===== src/rtl/pipe_pkg.sv =====
// Shared definitions for the MIPS pipeline stage registers.
// Holds CP0 exception codes, default field widths, the reset PC and the
// per-cycle update selector used by pipe_stage_reg.
package pipe_pkg;

  // CP0 ExcCode values used across the pipeline (0 doubles as "no exception")
  localparam logic [4:0] EXC_INT  = 5'd0;
  localparam logic [4:0] EXC_ADEL = 5'd4;
  localparam logic [4:0] EXC_ADES = 5'd5;
  localparam logic [4:0] EXC_RI   = 5'd10;
  localparam logic [4:0] EXC_OV   = 5'd12;

  // Default field widths
  localparam int TW_DEF  = 3;
  localparam int ECW_DEF = 5;

  // PC value seen by the stage after reset or kill
  localparam logic [31:0] PC_RST_DEF = 32'h0000_3000;

  // Which kind of update a stage register performs on the next edge
  typedef enum logic [2:0] {
    UPD_RESET  = 3'd0,
    UPD_KILL   = 3'd1,
    UPD_HOLD   = 3'd2,
    UPD_BUBBLE = 3'd3,
    UPD_LOAD   = 3'd4
  } upd_e;

endpackage


===== src/rtl/exc_merge.sv =====
// Oldest-wins exception merge for one pipeline boundary.
// An exception already travelling down the pipe (exc) is older than one
// detected in the stage feeding this register (local_exc), so it takes
// priority. Slots without a real instruction never carry an exception.
// Ports:
//   exc       in  ECW  upstream exception code (0 = none)
//   local_exc in  ECW  exception raised by the feeding stage this cycle
//   valid     in  1    slot holds a real instruction
//   merged    out ECW  code to be registered
module exc_merge #(
  parameter int ECW = pipe_pkg::ECW_DEF
) (
  input  logic [ECW-1:0] exc,
  input  logic [ECW-1:0] local_exc,
  input  logic           valid,
  output logic [ECW-1:0] merged
);

  // Priority select: invalid slot -> none, then upstream, then local
  always_comb begin
    merged = '0;
    if (!valid) begin
      merged = '0;
    end else if (exc != '0) begin
      merged = exc;
    end else begin
      merged = local_exc;
    end
  end

endmodule


===== src/rtl/pipe_stage_reg.sv =====
// Generic pipeline stage register for the D/E, E/M and M/W boundaries.
// Carries instr, PC, NDATA payload words, Tnew, a merged exception code and
// the branch-delay flag. Supports stall (hold), bubble insertion and
// exception kill; counts consecutive hold cycles for debug.
// Ports:
//   clk, reset            clock; synchronous active-high reset
//   hold_i/bubble_i/kill_i control (priority kill > hold > bubble > load)
//   valid_i, instr_i, pc_i, data_i, tnew_i, exc_i, local_exc_i, bd_i
//                         upstream slot contents
//   valid_o .. bd_o       registered slot contents
//   hold_cnt_o            consecutive hold cycles, saturating
module pipe_stage_reg
  import pipe_pkg::*;
#(
  parameter int             DW       = 32,
  parameter int             NDATA    = 4,
  parameter int             TW       = TW_DEF,
  parameter int             ECW      = ECW_DEF,
  parameter bit             TNEW_DEC = 1'b1,
  parameter logic [DW-1:0]  PC_RST   = DW'(PC_RST_DEF),
  parameter int             HCW      = 8
) (
  input  logic                clk,
  input  logic                reset,
  input  logic                hold_i,
  input  logic                bubble_i,
  input  logic                kill_i,
  input  logic                valid_i,
  input  logic [DW-1:0]       instr_i,
  input  logic [DW-1:0]       pc_i,
  input  logic [NDATA*DW-1:0] data_i,
  input  logic [TW-1:0]       tnew_i,
  input  logic [ECW-1:0]      exc_i,
  input  logic [ECW-1:0]      local_exc_i,
  input  logic                bd_i,
  output logic                valid_o,
  output logic [DW-1:0]       instr_o,
  output logic [DW-1:0]       pc_o,
  output logic [NDATA*DW-1:0] data_o,
  output logic [TW-1:0]       tnew_o,
  output logic [ECW-1:0]      exc_o,
  output logic                bd_o,
  output logic [HCW-1:0]      hold_cnt_o
);

  upd_e          op;
  logic [ECW-1:0] exc_next;
  logic [TW-1:0]  tnew_next;

  exc_merge #(.ECW(ECW)) u_exc_merge (
    .exc       (exc_i),
    .local_exc (local_exc_i),
    .valid     (valid_i),
    .merged    (exc_next)
  );

  // Decode the update kind; kill beats hold so an exception flush is never stalled
  always_comb begin
    op = UPD_LOAD;
    if (reset) begin
      op = UPD_RESET;
    end else if (kill_i) begin
      op = UPD_KILL;
    end else if (hold_i) begin
      op = UPD_HOLD;
    end else if (bubble_i) begin
      op = UPD_BUBBLE;
    end else begin
      op = UPD_LOAD;
    end
  end

  // Tnew for the next stage: one cycle closer to ready, never below zero
  always_comb begin
    tnew_next = tnew_i;
    if (!TNEW_DEC) begin
      tnew_next = tnew_i;
    end else if (tnew_i == '0) begin
      tnew_next = '0;
    end else begin
      tnew_next = tnew_i - TW'(1);
    end
  end

  // Slot fields; a bubble keeps PC/BD so CP0 still gets a correct EPC
  always_ff @(posedge clk) begin
    case (op)
      UPD_HOLD: begin
        valid_o <= valid_o;
        instr_o <= instr_o;
        pc_o    <= pc_o;
        data_o  <= data_o;
        tnew_o  <= tnew_o;
        exc_o   <= exc_o;
        bd_o    <= bd_o;
      end
      UPD_BUBBLE: begin
        valid_o <= 1'b0;
        instr_o <= '0;
        pc_o    <= pc_i;
        data_o  <= '0;
        tnew_o  <= '0;
        exc_o   <= '0;
        bd_o    <= bd_i;
      end
      UPD_LOAD: begin
        valid_o <= valid_i;
        instr_o <= instr_i;
        pc_o    <= pc_i;
        data_o  <= data_i;
        tnew_o  <= tnew_next;
        exc_o   <= exc_next;
        bd_o    <= bd_i;
      end
      default: begin
        valid_o <= 1'b0;
        instr_o <= '0;
        pc_o    <= PC_RST;
        data_o  <= '0;
        tnew_o  <= '0;
        exc_o   <= '0;
        bd_o    <= 1'b0;
      end
    endcase
  end

  // Consecutive-hold counter; any non-hold update restarts it
  always_ff @(posedge clk) begin
    if (op == UPD_HOLD) begin
      if (hold_cnt_o != '1) begin
        hold_cnt_o <= hold_cnt_o + HCW'(1);
      end else begin
        hold_cnt_o <= hold_cnt_o;
      end
    end else begin
      hold_cnt_o <= '0;
    end
  end

endmodule


===== config.mk =====
export PLATFORM = sky130hd
export DESIGN_NAME = pipe_stage_reg
export DESIGN_NICKNAME = d
export VERILOG_FILES = /design/src/rtl/pipe_pkg.sv /design/src/rtl/exc_merge.sv /design/src/rtl/pipe_stage_reg.sv
export SDC_FILE = /design/constraint.sdc
export NUM_CORES = 1
export LEC_CHECK = 0
export CAP_MARGIN = 10
export CORE_AREA = 2 2 166 168
export DETAILED_ROUTE_END_ITERATION = 12
export DIE_AREA = 0 0 168 170
export MAX_ROUTING_LAYER = met4
export PLACE_DENSITY = 0.66
export SLEW_MARGIN = 10
export SYNTH_ARGS = -nofsm -noshare
export SYNTH_HDL_FRONTEND = slang
export SYNTH_HIERARCHICAL = 1
export SYNTH_SLANG_ARGS = --single-unit

===== constraint.sdc =====
create_clock -name clk -period 5.65 [get_ports clk]
set_clock_uncertainty 0.2 [all_clocks]
set_input_delay 0.8475 -clock clk [delete_from_list [all_inputs] [get_ports clk]]
set_output_delay 0.8475 -clock clk [all_outputs]
set_load 0.005 [all_outputs]

; After elaboration in Yosys (flattened, before gate mapping)
; Index checks and enable logic that the tools add are counted.
[word_totals]
ff_bits = 210
in_bits = 212
word_cells = 31
[classes]
eq_ne = 4
muxes = 14
reduce_logical = 3
n_addsub = 2
[op_table]
columns = op, n
row1 = $pmux W128 S2, 1
row2 = $pmux W32 S2, 2
row3 = $mux W3, 5
row4 = $mux W5, 2
row5 = $pmux W5 S2, 1
row6 = $add A8 B1 Y8 const B, 1
row7 = $ne A8 B8 Y1 const B, 1
row8 = $eq A3 B2 Y1 const B, 2
row9 = $pmux W3 S2, 1
row10 = $reduce_bool A5 Y1, 1
row11 = $pmux W1 S2, 2
row12 = $eq A3 B3 Y1 const B, 1
row13 = $logic_not A3 Y1, 1
row14 = $sub A3 B1 Y3 const B, 1
row15 = $reduce_or A2 Y1, 1

; Depth between registers and ports, before layout
; Gate-level depths: netlist of run 1.
[depth]
depth_word = 7
depth_mapped = 4
depth_no_buf = 4

; Modules after synthesis
; Netlist of run 1, hierarchy kept.
[by_module_without_submodules]
columns = module, cells_per_inst, seq_area_each_um2, area_each_um2, instances
row1 = pipe_stage_reg, 479, 6226.0, 7895.1, 1
row2 = exc_merge, 10, 0.0, 96.3, 1

; Least setup slack after synthesis of run 1
; OpenSTA, ideal clock, no wires.
[synth_timing]
path_kind = input to register
startpoint = input port hold_i
endpoint = register bd_o (enable)
path_slack_ns = -0.098
setup_ns = 0.556
arrival_ns = 4.992
path_stages = 2
path_cell_list = nor3b_2 > inv_1
[synth_via]
elab_chain_cells = 4
[synth_rtl]
columns = element, line_no
row1 = start: declaration, pipe_stage_reg.sv:25  ; input logic hold_i,
row2 = $mux W3, pipe_stage_reg.sv:64  ; end else if (hold_i) begin
row3 = $mux W3, pipe_stage_reg.sv:62  ; end else if (kill_i) begin
row4 = $mux W3, pipe_stage_reg.sv:60  ; if (reset) begin
row5 = $eq A3 B2 Y1, pipe_stage_reg.sv:87  ; case (op)
row6 = end signal: assignment, pipe_stage_reg.sv:95  ; bd_o <= bd_o;
row7 = end signal: assignment, pipe_stage_reg.sv:104  ; bd_o <= bd_i;
row8 = end signal: assignment, pipe_stage_reg.sv:113  ; bd_o <= bd_i;
row9 = end: declaration, pipe_stage_reg.sv:42  ; output logic bd_o,
; Every way passes these cells.
; A chain may end at the register's enable or synchronous reset.

; Worst setup path after layout of run 1
[layout_timing]
startpoint = input port hold_i
endpoint = register data_o[15] (enable)
[layout_via]
elab_chain_cells = 4
[layout_rtl]
columns = element, line_no
row1 = $mux W3, pipe_stage_reg.sv:64
row2 = $mux W3, pipe_stage_reg.sv:62
row3 = $mux W3, pipe_stage_reg.sv:60
row4 = $eq A3 B2 Y1, pipe_stage_reg.sv:87
row5 = end signal: assignment, pipe_stage_reg.sv:92  ; data_o <= data_o;
row6 = end signal: assignment, pipe_stage_reg.sv:110  ; data_o <= data_i;
row7 = end: declaration, pipe_stage_reg.sv:39  ; output logic [NDATA*DW-1:0] data_o,
; Every way passes these cells.

==> results of run 1 <==
kinds of logic after synthesis:
logic type	count (synthesis)
buffers and inverters	26
AO/OA/AOI/OAI	17
AND/OR/NAND/NOR	231
flip-flops	210
adder cells (fa/ha/maj)	3
multiplexers	2
sequential cells by signal, summed over array words and instances, names as in the netlist:
signal / count
instr_o: 32
valid_o: 1
exc_o: 5
bd_o: 1
hold_cnt_o: 8
data_o: 128
pc_o: 32
tnew_o: 3
cells in the mapped netlist:
master and count:
edfxtp_1 202, and2_1 198, clkbuf_2 11, dfxtp_1 8
clkbuf_1 6, nand2_1 6, buf_2 5, nand2b_1 5
nor3_1 5, inv_1 4, a21oi_1 3, a32o_2 3
ha_1 3, nand3_1 3, o21ai_0 3, a211oi_1 2
a31oi_1 2, and3_1 2, mux2i_1 2, nor2_1 2
nor4_4 2, a21boi_0 1, a22o_1 1, and4_1 1
nand3b_1 1, nand4_1 1, nand4b_1 1, nor2b_1 1
nor3_2 1, nor3b_2 1, nor4b_1 1, o211a_1 1
o41ai_1 1
worst max-delay path: stages:
cell             delay [ns]
clkdlybuf4s50_1        0.59
nor3b_2                0.55
clkinvlp_4             0.35
buf_4                  0.37
buf_4                  0.50
cell type report:
class                           instances  area, µm²  share of cell area [%]
Clock inverter                          8        121                   0.908
Multi-Input combinational cell        253       1650                    12.3
Sequential cell                       210       6230                    46.6
Clock buffer                           32        672                    5.02
Timing Repair Buffer                  427       4260                    31.9
Tap cell                              341        427                    3.19
Inverter                                4       18.8                   0.140
through the flow:
| stage | instance area, µm² | utilization, % | total power, mW | hold WS (ns) | cells |
|---|---|---|---|---|---|
| CTS | 13400 | 50.2 | 3.83 | 0.324 | 1275 |
| detailed placement | 12600 | 47.2 | 2.23 | 0.309 | 1235 |
| global route | 13400 | 50.2 | 3.91 | 0.344 | 1275 |
| floorplan | 8000 | - | 1.90 | 0.289 | 489 |
| global placement | 12600 | 47.2 | 2.23 | 0.298 | 1235 |
| finish | 13400 | 50.2 | 3.77 | 0.331 | 1275 |
metal layers:
| layer | wire [µm] | up-vias | track usage, % |
|---|---|---|---|
| met5 | 0 | - | - |
| met2 | 11400 | 306 | 26.9 |
| li1 | - | 2592 | - |
| met4 | 740 | 0 | 5.60 |
| met1 | 8230 | 2549 | 16.7 |
| met3 | 2720 | 44 | 6.60 |
final timing paths:
kind,to,slack [ns],depth (start not counted),start
hold reg to reg,hold_cnt_o[1]$_SDFFE_PP0P_,0.33,2,hold_cnt_o[1]$_SDFFE_PP0P_
setup / recovery,data_o[15]$_SDFFCE_PP0P_,2.28,5,hold_i
setup reg to reg,hold_cnt_o[5]$_SDFFE_PP0P_,3.94,4,hold_cnt_o[0]$_SDFFE_PP0P_
hold / removal,hold_cnt_o[1]$_SDFFE_PP0P_,0.33,2,hold_cnt_o[1]$_SDFFE_PP0P_
where the power goes:
group | switching, mW | leakage (nW) | internal (mW) | total (mW)
Clock | 0.609 | 0.387 | 0.966 | 1.58
Combinational | 0.115 | 2.34 | 0.272 | 0.387
Sequential | 0.0222 | 2.39 | 1.78 | 1.81
==> results.yml, run 1 <==
min_path:
  hp-class: "flop to flop"
synthesis:
  ys_seq_area_share_pct: 77.9
  yosys.area_share.adder_pct: 0.470
  synth_cell_types: 33
  synthMuxAreaShare_pct: 0.251
  synth_top_area_share_pct: 75.9
  yosys.area.top_type: "edfxtp_1"
  netlist_instances: 489
  synth_warnings: 6
  synth_top_family_by_area: "simple AND/OR/NAND/NOR gates"
  yosys.area_share.simple_pct: 18.3
  syn-num-nets: 704
  synthTopCellsByArea: "edfxtp_1 76%, and2_1 16%, dfxtp_1 2.0%, clkbuf_2 0.69%, nor4_4 0.53%"
  synth.avg_cell_area_um2: 16.3
  synth_compound_area_share_pct: 1.58
  synth_area_um2: 7990
  yosys.area_share.xor_xnor_pct: 0
  ys_seq_elements: 210
die:
  core_area_um2: 26700
  dieHeight_um: 170
  die_x_um: 168
  io_pins: 422
  start_util_pct: 30.0
  rows: 60
  dieArea_um2: 28600
timing:
  max_freq_ghz: 0.297
  finalCriticalPeriod_ns: 3.37
  final.setup.tns_ns: 0
  tightest_slew_ns: 1.05
  hold_viol: 0
  slew_headroom_pct: 29.8
  slew_viol_final: 0
  setup_violations: 0
  finalCritPeriodShare_pct: 59.7
  rsz0062_at_grt: "no"
  setup_slack_ns: 2.28
clock_tree:
  htreeDepth: 1
  cts.sinks: 210
  cts-buffers-inserted: 24
  cts_tree: "done"
  hold_buffers: 0
  clkTransAtPathRegs_ns: 0.06
  clk_path_buf_depth: 3
  post_cts_resized: 0
  post_cts_buffers: 0
  clock_latency_ns: 0.50
  ctsRootBufferMaster: "clkbuf_16"
power_and_ir_drop:
  p_leak_nw: 5.12
  ir_worst_vdd_mv: 0.181
  p_per_area_nw_per_um2: 282
job:
  max_cap_viol_count: 0
grt:
  antenna_found_initial: 0
  grt_max_degree: 94
  grt_usage_pct: 15.8
  grt_pass1_wl_um: 33400
  grt_pass1_vias: 5722
  grt.overflow.total: 0
placed_design:
  gp_congestion: 0.855
  place_ws_ns: 1.76
  dp_hpwl_um: 16900
  port-buffer-count: 421
critical_path:
  required_ns: 5.58
  crit_arrival_ns: 3.30
  worstPathMaxFanout: 76
  cp-start-kind: "primary input"
  end_kind: "flop"
  criticalPathCategory: "primary input to flop"
finish:
  diodes: 0
  areaGrowthSynthToFinish_pct: 67.3
  drive_above_1_share_pct: 5.25
  layout_common_cells: "421 x clkdlybuf4s50_1, 202 x edfxtp_1, 198 x and2_1, 25 x clkbuf_16, 8 x dfxtp_1"
  nFillCells: 2305
  final_common_cell: "clkdlybuf4s50_1"
  layout.nets: 1135
routing:
  drt_iter0_drc: 385
  via_per_inst: 4.31
  drcViolationCount: 0
  drtPass1Iterations: 4
  finalWirelength_um: 23000
  wl_per_cell_um: 18.1
  antenna_left: 0
  vias: 5491
status:
  outcome: "completed"
No activity file was read; power rests on OpenSTA's default activity.
==> run 2, diff against run 1 <==
Clock period 5.65 ns to 2.9 ns, I/O delays scaled along.
==> run 2 against run 1 <==
Against the previous run:
- utilization increased by 0.17 points
- sequential power increased by 94%
- combinational power increased by 97%
- wire length decreased by 2.9%
- final cell count increased by 0.86%
- count of clock-buffer cells in the layout decreased by 2
- register-to-register slack got worse by 2.7 ns
- die area unchanged
- critical path depth decreased by 4
- largest cell class unchanged
- largest power group unchanged
==> results.yml, run 2 (synthesis results as in run 1) <==
status:
  outcome: "completed"
clock_tree:
  cts-buffers-inserted: 24
  post_cts_resized: 0
  hold_buffers: 0
  post_cts_buffers: 0
  htreeDepth: 1
  clock_latency_ns: 0.50
  cts.sinks: 210
  clkTransAtPathRegs_ns: 0.06
  ctsRootBufferMaster: "clkbuf_16"
  clk_path_buf_depth: 3
  cts_tree: "done"
timing:
  finalCriticalPeriod_ns: 2.19
  max_freq_ghz: 0.457
  tightest_slew_ns: 0.494
  finalCritPeriodShare_pct: 75.5
  slew_headroom_pct: 67.1
  slew_viol_final: 0
  hold_viol: 0
  final.setup.tns_ns: 0
  holdWs_ns: 0.314
  rsz0062_at_grt: "no"
  setup_violations: 0
finish:
  largest_register_ffs: 128
  fin_cells: 1286
  top_register: "data_o"
  drive_above_1_share_pct: 5.10
  areaGrowthSynthToFinish_pct: 67.9
  largest_registers: "data_o: 128 flops, instr_o: 32 flops, pc_o: 32 flops"
  layout_common_cells: "421 x clkdlybuf4s50_1, 202 x edfxtp_1, 198 x and2_1, 25 x clkbuf_16"
  postLayoutCoreUtil_pct: 50.3
  layout.nets: 1138
  final_common_cell: "clkdlybuf4s50_1"
die:
  die_x_um: 168
  dieArea_um2: 28600
  rows: 60
  start_util_pct: 30.0
  core_area_um2: 26700
  dieHeight_um: 170
  io_pins: 422
routing:
  drcViolationCount: 0
  drt_iter0_drc: 366
  vias: 5465
  finalWirelength_um: 22400
  drtPass1Iterations: 4
  via_per_inst: 4.25
  wl_per_cell_um: 17.4
  antenna_left: 0
critical_path:
  worstPathMaxFanout: 7
  slowest_delay_ns: 0.63
  crit_arrival_ns: 1.56
  required_ns: 2.27
  crit_chain: "clkdlybuf4s50_1"
  end_kind: "output pin"
  crit_buf_inv: 1
  cp_slowest_cell: "clkdlybuf4s50_1"
  crit_family: "buffers and inverters"
  cp-start-kind: "flop"
  criticalPathCategory: "flop to output pin"
power_and_ir_drop:
  p_per_area_nw_per_um2: 529
  ir_worst_vdd_mv: 0.386
  total_power_mw: 7.09
  p_leak_nw: 5.13
placed_design:
  dp_hpwl_um: 16600
  port-buffer-count: 421
  dp.cells: 1238
  gp_congestion: 0.822
grt:
  grt_pass1_vias: 5513
  grt_usage_pct: 15.3
  grt.overflow.total: 0
  grt_pass1_wl_um: 32200
  grt_max_degree: 126
  antenna_found_initial: 4
job:
  max_cap_viol_count: 0
min_path:
  hp-class: "flop to flop"
## run 2: final cells by class
cell class                 count  area [µm²]
fill                        2251       13200
sequential                   210        6230
timing repair buffer         430        4340
multi-input combinational    253        1660
clock buffer                  30         644
tap                          341         427
clock inverter                14        87.6
inverter                       4        18.8
antenna                        4        10.0
## run 2: path summary, 6_finish.rpt
kind | slack [ns] | end | cells past startpoint | start
setup reg to reg | 1.26 | hold_cnt_o[5]$_SDFFE_PP0P_ | 4 | hold_cnt_o[0]$_SDFFE_PP0P_
hold reg to reg | 0.31 | hold_cnt_o[6]$_SDFFE_PP0P_ | 1 | hold_cnt_o[6]$_SDFFE_PP0P_
setup / recovery | 0.71 | hold_cnt_o[5] | 1 | hold_cnt_o[5]$_SDFFE_PP0P_
hold / removal | 0.31 | hold_cnt_o[6]$_SDFFE_PP0P_ | 1 | hold_cnt_o[6]$_SDFFE_PP0P_
## run 2: layer usage
layer / share of wire, % / track usage (%) / routed length (µm)
met1: 38 / 17.5 / 8570
met2: 48 / 25.2 / 10900
met3: 11 / 5.70 / 2420
met4: 2.4 / 4.54 / 544
met5: 0 / - / 0
## run 2: power breakdown
group          internal (mW)  switching (mW)
sequential              3.47          0.0445
combinational          0.540           0.224
clock                   1.65            1.16
## run 2: worst reg2reg max path: stages, from the launching register on
cell      delay [ns]
dfxtp_1         0.35
ha_1            0.27
and3_1          0.24
a211oi_1        0.32
mux2i_1         0.21
## run 2: stage by stage
stage / area [µm²] / worst slack (ns)
after floorplan: 8000 / -1.58
after global placement: 12700 / 0.448
after detailed placement: 12700 / 0.429
after CTS: 13400 / 0.665
after global routing: 13400 / 0.627
final: 13400 / 0.710
